[src/rtl/nw_score_sequencer.sv]
// Needleman-Wunsch score sequencer: boundary init, row-major cell fill, then done.
// Registered outputs; READ and CALC stall without limit on ready / calc_done (4 cycles per cell when both answer at once).
module nw_score_sequencer #(
  parameter int N       = 5,
  parameter int BitAddr = $clog2(N),
  parameter int GAP_PEN = 2
) (
  input  logic             clk,
  input  logic             rst,
  input  logic             start,
  input  logic             ready,
  input  logic             calc_done,
  input  logic [8:0]       calc_max,
  output logic             en_init,
  output logic             en_read,
  output logic             en_ins,
  output logic             we,
  output logic [BitAddr:0] addr_init,
  output logic [8:0]       data_init,
  output logic [BitAddr:0] i,
  output logic [BitAddr:0] j,
  output logic [8:0]       max,
  output logic             calc_start,
  output logic             busy,
  output logic             done
);

  typedef enum logic [2:0] {
    IDLE,
    INIT,
    READ,
    CALC,
    WRITE,
    NEXT,
    DONE
  } state_t;

  localparam logic [BitAddr:0] K_LAST   = (BitAddr + 1)'(N);
  localparam logic [BitAddr:0] IDX_LAST = (BitAddr + 1)'(N - 1);
  localparam logic [8:0]       GAP9     = 9'(GAP_PEN);

  state_t state;

  always_ff @(posedge clk or negedge rst) begin
    if (!rst) begin
      state      <= IDLE;
      en_init    <= 1'b0;
      en_read    <= 1'b0;
      en_ins     <= 1'b0;
      we         <= 1'b0;
      addr_init  <= '0;
      data_init  <= '0;
      i          <= '0;
      j          <= '0;
      max        <= '0;
      calc_start <= 1'b0;
      busy       <= 1'b0;
      done       <= 1'b0;
    end else begin
      calc_start <= 1'b0;
      case (state)
        IDLE, DONE: begin
          if (start) begin
            state     <= INIT;
            en_init   <= 1'b1;
            we        <= 1'b1;
            addr_init <= '0;
            data_init <= '0;
            i         <= '0;
            j         <= '0;
            busy      <= 1'b1;
            done      <= 1'b0;
          end
        end
        // addr_init doubles as the boundary index; data_init tracks -(k*GAP) mod 512
        INIT: begin
          if (addr_init == K_LAST) begin
            state   <= READ;
            en_init <= 1'b0;
            we      <= 1'b0;
            en_read <= 1'b1;
          end else begin
            addr_init <= addr_init + 1'b1;
            data_init <= data_init - GAP9;
          end
        end
        READ: begin
          if (ready) begin
            state      <= CALC;
            calc_start <= 1'b1;
          end
        end
        CALC: begin
          if (calc_done) begin
            state   <= WRITE;
            max     <= calc_max;
            en_read <= 1'b0;
            en_ins  <= 1'b1;
            we      <= 1'b1;
          end
        end
        WRITE: begin
          state  <= NEXT;
          en_ins <= 1'b0;
          we     <= 1'b0;
        end
        NEXT: begin
          if (j < IDX_LAST) begin
            j       <= j + 1'b1;
            state   <= READ;
            en_read <= 1'b1;
          end else if (i < IDX_LAST) begin
            j       <= '0;
            i       <= i + 1'b1;
            state   <= READ;
            en_read <= 1'b1;
          end else begin
            state <= DONE;
            busy  <= 1'b0;
            done  <= 1'b1;
          end
        end
        default: state <= IDLE;
      endcase
    end
  end

endmodule

[config.mk]
export PLATFORM = sky130hd
export DESIGN_NAME = nw_score_sequencer
export DESIGN_NICKNAME = d
export VERILOG_FILES = /design/src/rtl/nw_score_sequencer.sv
export SDC_FILE = /design/constraint.sdc
export NUM_CORES = 1
export LEC_CHECK = 0
export ABC_AREA = 1
export CAP_MARGIN = 20
export CORE_ASPECT_RATIO = 0.7
export CORE_MARGIN = 3
export CORE_UTILIZATION = 28
export CTS_CLUSTER_SIZE = 8
export DETAILED_ROUTE_END_ITERATION = 16
export GPL_ROUTABILITY_DRIVEN = 0
export PLACE_DENSITY = 0.48
export SYNTH_ARGS = -nofsm -noshare
export SYNTH_HDL_FRONTEND = slang
export SYNTH_SLANG_ARGS = --single-unit
[constraint.sdc]
create_clock -name clk -period 2.99 [get_ports clk]
set_input_delay 0.897 -clock clk [delete_from_list [all_inputs] [get_ports clk]]
set_output_delay 0.897 -clock clk [all_outputs]
set_load 0.1 [all_outputs]
# Word-level counts from Yosys, hierarchy flattened
# Cells that the tools add are included.
# totals
regBits	40
latch_bits	0
ramBits	0
mem_bits_ro	0
inputBits	14
output_inout_bits	37
elab_cells	91
mem_count	0
# op_classes
addsub	4
mul	0
div	0
n_lt_le_gt_ge	2
n_eq_ne	16
n_shift	0
muxes	39
bitwise_logic	0
reduce_logical	17
# op_table
op	n
4-bit two-way mux	6
4-bit case mux with 2 select lines	3
4-bit AND reduction	5
3-bit two-way mux	6
9-bit two-way mux	2
3-bit case mux with 6 select lines	1
9-bit case mux with 2 select lines	1
2-bit inequality test (second input constant)	8
1-bit two-way mux	14
4-bit by 1-bit adder with 4-bit output (second input constant)	3
3-bit == test (second input constant)	3
3-bit AND reduction	3
9-bit by 2-bit subtractor with 9-bit output (second input constant)	1
4-bit by 3-bit < comparator with 1-bit output (second input constant)	2
1-bit case mux with 2 select lines	4
3-bit by 2-bit == test with 1-bit output (second input constant)	2
2-bit nonzero test	3
4-bit by 3-bit == test with 1-bit output (second input constant)	1
1-bit case mux with 4 select lines	1
2-bit AND reduction	2
4-bit nonzero test	1
3-bit by 1-bit == test with 1-bit output (second input constant)	1
3-bit logical NOT	1
3-bit inequality test (second input constant)	1
3 further kinds	3

# Depth between registers and ports, before layout
# Gate-level depths: netlist of the first run.
# depth
ltp_word	4
depth_mapped	9

# Worst setup path after synthesis of the first run
# No wires, ideal clock.
# synth_path
path_kind	register to register
from	register addr_init[1]
to	register data_init[8]
setup_time_ps	129
arrival_time_ps	1849
required_ps	2861
setup_slack_ps	1012
path_stages_with_launch	10
path_buffers	1
synth_period_minus_slack_ps	1978
cell_sequence	dfrtp_1 -> inv_1 -> ha_1 -> nand3b_1 -> inv_1 -> nand2_1 -> nand3_2 -> buf_4 -> nand2_1 -> o21ai_0
# synth_via
elab_chain_len	3
# synth_lines
element	line	source
start: declaration	18	output logic [BitAddr:0] addr_init,
start signal: assignment	83	addr_init <= addr_init + 1'b1;
4-bit by 3-bit == test with 1-bit output	77	if (addr_init == K_LAST) begin
2-bit inequality test (no line)	--	
3-bit AND reduction (no line)	--	
end signal: assignment	84	data_init <= data_init - GAP9;
end: declaration	19	output logic [8:0] data_init,
# Every way passes these cells.
# A chain may end at the register's enable or synchronous reset.

# Worst setup path after layout of the first run
# layout_path
from	register addr_init[0]
to	output addr_init[0]
# No word-level cell between the ends.

==> out/summary.txt, run 1 <==
Cts-stage hold buffer count - 0
Vias per cell - 4.35
Ports - 51
H-tree levels - 2
Final max-slew violation count - 0
Number of clock sinks - 39
Worst setup SP type - flop
Sequential share of the synthesized area - 0.491
Post-Syn Area - 1990 sq um
Hold endpoint - max[5]$_DFFE_PN0P_
Setup bufs post-CTS - 0
Final #Nets - 328
First-pass GRT wire length - 8.35 mm
Clk_lat worst skew - 300 ps
WS Path Type - flop to output port
Wire per inst - 12.2 um
Worst path slowest cell - dfrtp_1
Worst Tran Pin Value - 519 ps
Final Skew - 12.2 ps
Total Wirelength - 4.92 mm
Max FO, Critical Path - 6
HP Class - flop to flop
Critical path depth - 1
Die height - 76.5 um
Core footprint - 6820 sq um
Worst R2R End - state[1]$_DFFE_PN0P_
Setup TNS - 0 ps
Fin crit period - 1990 ps
HPWL after detailed placement - 3.53 mm
CTS tree - done
Period utilization - 0.667
Antenna diode count - 0
CP Buf/Inv Count - 1
Final ANT Viol Nets - 0
CTS buffer count - 5
Share of cells above drive strength 1 - 0.194
Avg Inst Size Synth - 7.79 sq um
Min-Delay Path Depth - 2
Setup slack, reg-to-reg - 1270 ps
Unique masters post-synth - 24
F_max - 501 MHz
Top delay family on crit path - flip-flops
Largest net degree at the start of global routing - 40
GRT Residual Overflow - 0
Setup violations, final - 0
Vias in the first global route - 1677
Vias - 1759
FILL cells - 763
Ys Warns - 0
Normalized max-slew margin - 0.654
DRC - 0
Reg2Reg Depth - 8
DR iter-0 viols - 94
Initial Utilization - 0.291
Endpoints failing hold - 0
Status - finished, final reports clean
Crit path largest cell delay - 460 ps
CTS clock-pin slew for the worst setup and hold paths - 90 ps
Crit-path cells - buf_4
Max Cap Viol - 0
CP required - 2090 ps
Syn_nets - 274
Initial antenna violation count - 0
FF-to-FF Start - state[1]$_DFFE_PN0P_
Drt first pass iters - 4
Arrival time at the worst endpoint - 1100 ps
Syn Inst Count - 255
# resized after CTS - 0
Worst setup EP type - output port
#FFs+latches synth - 39
Cell Rows - 25
Min-delay src - max[5]$_DFFE_PN0P_
Longest Clk Path Bufs - 2
Die W - 107 um
Clk root buf - clkbuf_8
Total GRT Usage - 0.127
Die area - 8160 sq um
Final hold slack - 479 ps
PortBufs - 49
RSZ-0062 raised after global routing - no
Area Growth Syn to Fin - 30.9%
-- state kept, by name, indices dropped and copies added (netlist names) --
name / cells
addr_init: 4
j: 4
state: 3
en_read: 1
done: 1
i: 4
en_init: 1
calc_start: 1
we: 1
en_ins: 1
busy: 1
max: 9
data_init: 8
-- worst max path at each step --
stage                               endpoint  slack (ps)                     start
finish                          addr_init[0]        1000  addr_init[0]$_DFFE_PN0P_
global route                    addr_init[0]         940  addr_init[0]$_DFFE_PN0P_
CTS                             addr_init[0]         980  addr_init[0]$_DFFE_PN0P_
detailed placement  data_init[2]$_DFFE_PN0P_         810                     start
global placement    data_init[8]$_DFFE_PN0P_         830                     start
floorplan           data_init[8]$_DFFE_PN0P_        1010  addr_init[1]$_DFFE_PN0P_
-- metrics by stage --
step | util | instances | instance area [sq um] | setup slack [ps]
5_1_grt | 0.381 | 404 | 2600 | 938
2_1_floorplan | - | 255 | 1990 | 1010
3_5_place_dp | 0.365 | 396 | 2490 | 811
4_1_cts | 0.381 | 404 | 2600 | 980
3_3_place_gp | 0.365 | 396 | 2490 | 829
6_report | 0.381 | 404 | 2600 | 996
-- worst reg2reg max path: stages (launching register included) --
cell	delay, ps
dfrtp_1	460
inv_2	140
nand2_1	90
nor2_2	260
nand2_1	260
nand2_1	200
nor2_1	90
nand2_1	80
nand2_1	50
-- cells by family (layout without fill, tap and decap cells) --
kind of cell,Yosys count,count (layout),synth area share
fa+ha+maj,5,5,0.0315
compound gates,25,25,0.0649
flops,39,39,0.491
xor+xnor,4,4,0.0176
buf+inv,29,84,0.0630
simple gates,152,152,0.330
other cells,1,1,0.00189
-- metal layers --
layer / track usage / routed length (um) / vias to the layer above
met1: 0.192 / 2650 / 804
met3: 0.0330 / 260 / 6
li1: - / - / 907
met2: 0.174 / 1950 / 42
met5: 0 / 0 / -
met4: 0.0383 / 58 / 0
-- synth_stat cells --
cell type,instances,share of area
nand4_1,4,0.013
xnor2_1,2,0.0088
o21ai_0,14,0.035
nand3b_1,1,0.0038
nand3_2,3,0.015
nand2_1,97,0.18
a21boi_0,1,0.0038
ha_1,5,0.031
conb_1,1,0.0019
nor2_1,23,0.043
buf_4,4,0.015
a31oi_1,1,0.0032
a21oi_1,6,0.015
inv_1,21,0.040
buf_2,1,0.0025
dfrtp_1,39,0.49
o21ai_1,3,0.0076
nand2_2,2,0.0063
xor2_1,2,0.0088
nand3_1,18,0.045
inv_2,3,0.0057
nor2_2,2,0.0063
or2_2,1,0.0032
nand4_4,1,0.011
-- cell usage in the layout, fill, tap and decap left out --
cell type / count
o21ai_0: 14
ha_1: 5
inv_1: 21
or2_2: 1
nor2_2: 2
a21oi_1: 6
nand4_1: 4
clkinv_4: 1
a21boi_0: 1
clkbuf_8: 5
nand3b_1: 1
dfrtp_1: 39
clkdlybuf4s50_1: 12
xor2_1: 2
nand2_2: 2
nand3_1: 18
conb_1: 1
buf_2: 1
nor2_1: 23
o21ai_1: 3
a31oi_1: 1
clkinv_2: 1
nand2_1: 97
nand3_2: 3
xnor2_1: 2
nand4_4: 1
inv_2: 3
buf_4: 39
bufinv_16: 1
-- final cells by class --
type,instances,area (sq um),area share
clock inverters,3,43.8,0.0168
clock buffers,5,68.8,0.0265
multi-input cells,187,886,0.341
inverters,24,90.1,0.0346
flip-flops and latches,39,976,0.375
repair buffers,52,418,0.161
well taps,94,118,0.0452
Power of run 1 is not shown: default switching activity piles up to over one toggle a cycle in this logic, so the estimate is an artifact.
==> inputs of run 2 (changes only) <==
clock period = 1.94 ns   (was 2.99 ns; I/O delays follow)
==> run 2 against run 1 <==
Non-clock buffer count rose by 5. Clock-buffer cell count rose by 2. Critical path depth rose by 6. Sequential share of layout area fell by 5.6 points. Largest cell class unchanged. Sequential cell count did not move.
==> out/summary.txt, run 2 (synthesis results as in run 1) <==
Clk root buf - clkbuf_8
Total GRT Usage - 0.122
Initial Utilization - 0.291
Die height - 76.5 um
Die area - 8160 sq um
Setup bufs post-CTS - 0
Worst R2R End - i[0]$_DFFE_PN0P_
Die W - 107 um
PortBufs - 49
Status - finished, final reports clean
Vias in the first global route - 1672
Clk_lat worst skew - 290 ps
Final #Nets - 333
Most common cell after layout, fill and taps aside - nand2_1
Total Wirelength - 4.77 mm
First-pass GRT wire length - 8.11 mm
Cts-stage hold buffer count - 0
Endpoints failing hold - 0
Fin crit period - 1620 ps
CP required - 2110 ps
Commonest cells after routing, fill and taps aside - nand2_1, dfrtp_1, buf_12, nor2_1, inv_1
FF-to-FF Start - state[0]$_DFFE_PN0P_
Crit-path cells - nand2_1 -> nor2_1 -> nand2_1 -> nand2_1 -> nand3_1 -> nand2_1 -> o21ai_0
Antenna diode count - 0
Cell Rows - 25
Largest net degree at the start of global routing - 19
Drt first pass iters - 5
H-tree levels - 2
Setup TNS - 0 ps
Crit path largest cell delay - 460 ps
RSZ-0062 raised after global routing - no
Reg with most FFs - max
Share of cells above drive strength 1 - 0.206
F_max - 617 MHz
Vias per cell - 4.33
Ports - 51
Area Growth Syn to Fin - 54.0%
DRC - 0
Worst setup EP type - flop
CTS clock-pin slew for the worst setup and hold paths - 80 ps
Reg2Reg Depth - 7
Period utilization - 0.836
WS Path Type - flop to flop
Setup WS pre-CTS - 80.8 ps
Final Skew - 4.93 ps
Worst setup SP type - flop
# resized after CTS - 0
Worst setup startpoint - state[0]$_DFFE_PN0P_
Largest register FFs - 9
CTS tree - done
Arrival time at the worst endpoint - 1790 ps
FILL cells - 678
Top delay family on crit path - simple AND/OR/NAND/NOR gates
HP Class - input pin to asynchronous set/reset pin
DR iter-0 viols - 66
Max FO, Critical Path - 7
Number of clock sinks - 39
Core footprint - 6820 sq um
Most used cell, CP - nand2_1
Final ANT Viol Nets - 0
Setup violations, final - 0
Sequential cell area - 978 sq um
Setup slack, reg-to-reg - 320 ps
Worst path slowest cell - dfrtp_1
GRT Residual Overflow - 0
Initial antenna violation count - 0
Multi-input gate area - 886 sq um
Final worst slack - 318 ps
CP Buf/Inv Count - 0
CTS buffer count - 5
HPWL after detailed placement - 3.68 mm
Final max-slew violation count - 0
Vias - 1771
Max Cap Viol - 0
Longest Clk Path Bufs - 2
Wire per inst - 11.7 um
Biggest regs - max: 9 flops, data_init: 8 flops
Critical path depth - 7
==> run 2: worst max-delay path by stage <==
stage,to
finish,i[0]$_DFFE_PN0P_
global route,busy$_DFFE_PN0P_
CTS,i[1]$_DFFE_PN0P_
detailed placement,data_init[4]$_DFFE_PN0P_
global placement,data_init[4]$_DFFE_PN0P_
floorplan,data_init[5]$_DFFE_PN0P_
==> run 2: stage by stage <==
step | std cells | cell area (sq um) | util | hold WS (ps)
2_1_floorplan | 255 | 1990 | - | 286
3_3_place_gp | 401 | 2980 | 0.437 | 519
3_5_place_dp | 401 | 2980 | 0.437 | 523
4_1_cts | 409 | 3060 | 0.449 | 225
5_1_grt | 409 | 3060 | 0.449 | 246
6_report | 409 | 3060 | 0.449 | 215
==> run 2: per-layer routing <==
metal  vias up  GRT usage  part of all wire
li1        921          -                 -
met1       806      0.190              0.53
met2        36      0.166              0.42
met3         8     0.0330             0.045
met4         0     0.0268            0.0092
met5         -          0                 0
==> run 2: area by class of cell <==
cell class,count,share of cell area
clock inverter,1,0.00164
timing repair buffer,57,0.296
tap,94,0.0384
inverter,24,0.0294
sequential,39,0.320
clock buffer,7,0.0249
multi-input combinational,187,0.290
Power of run 2 is left out for the same reason.
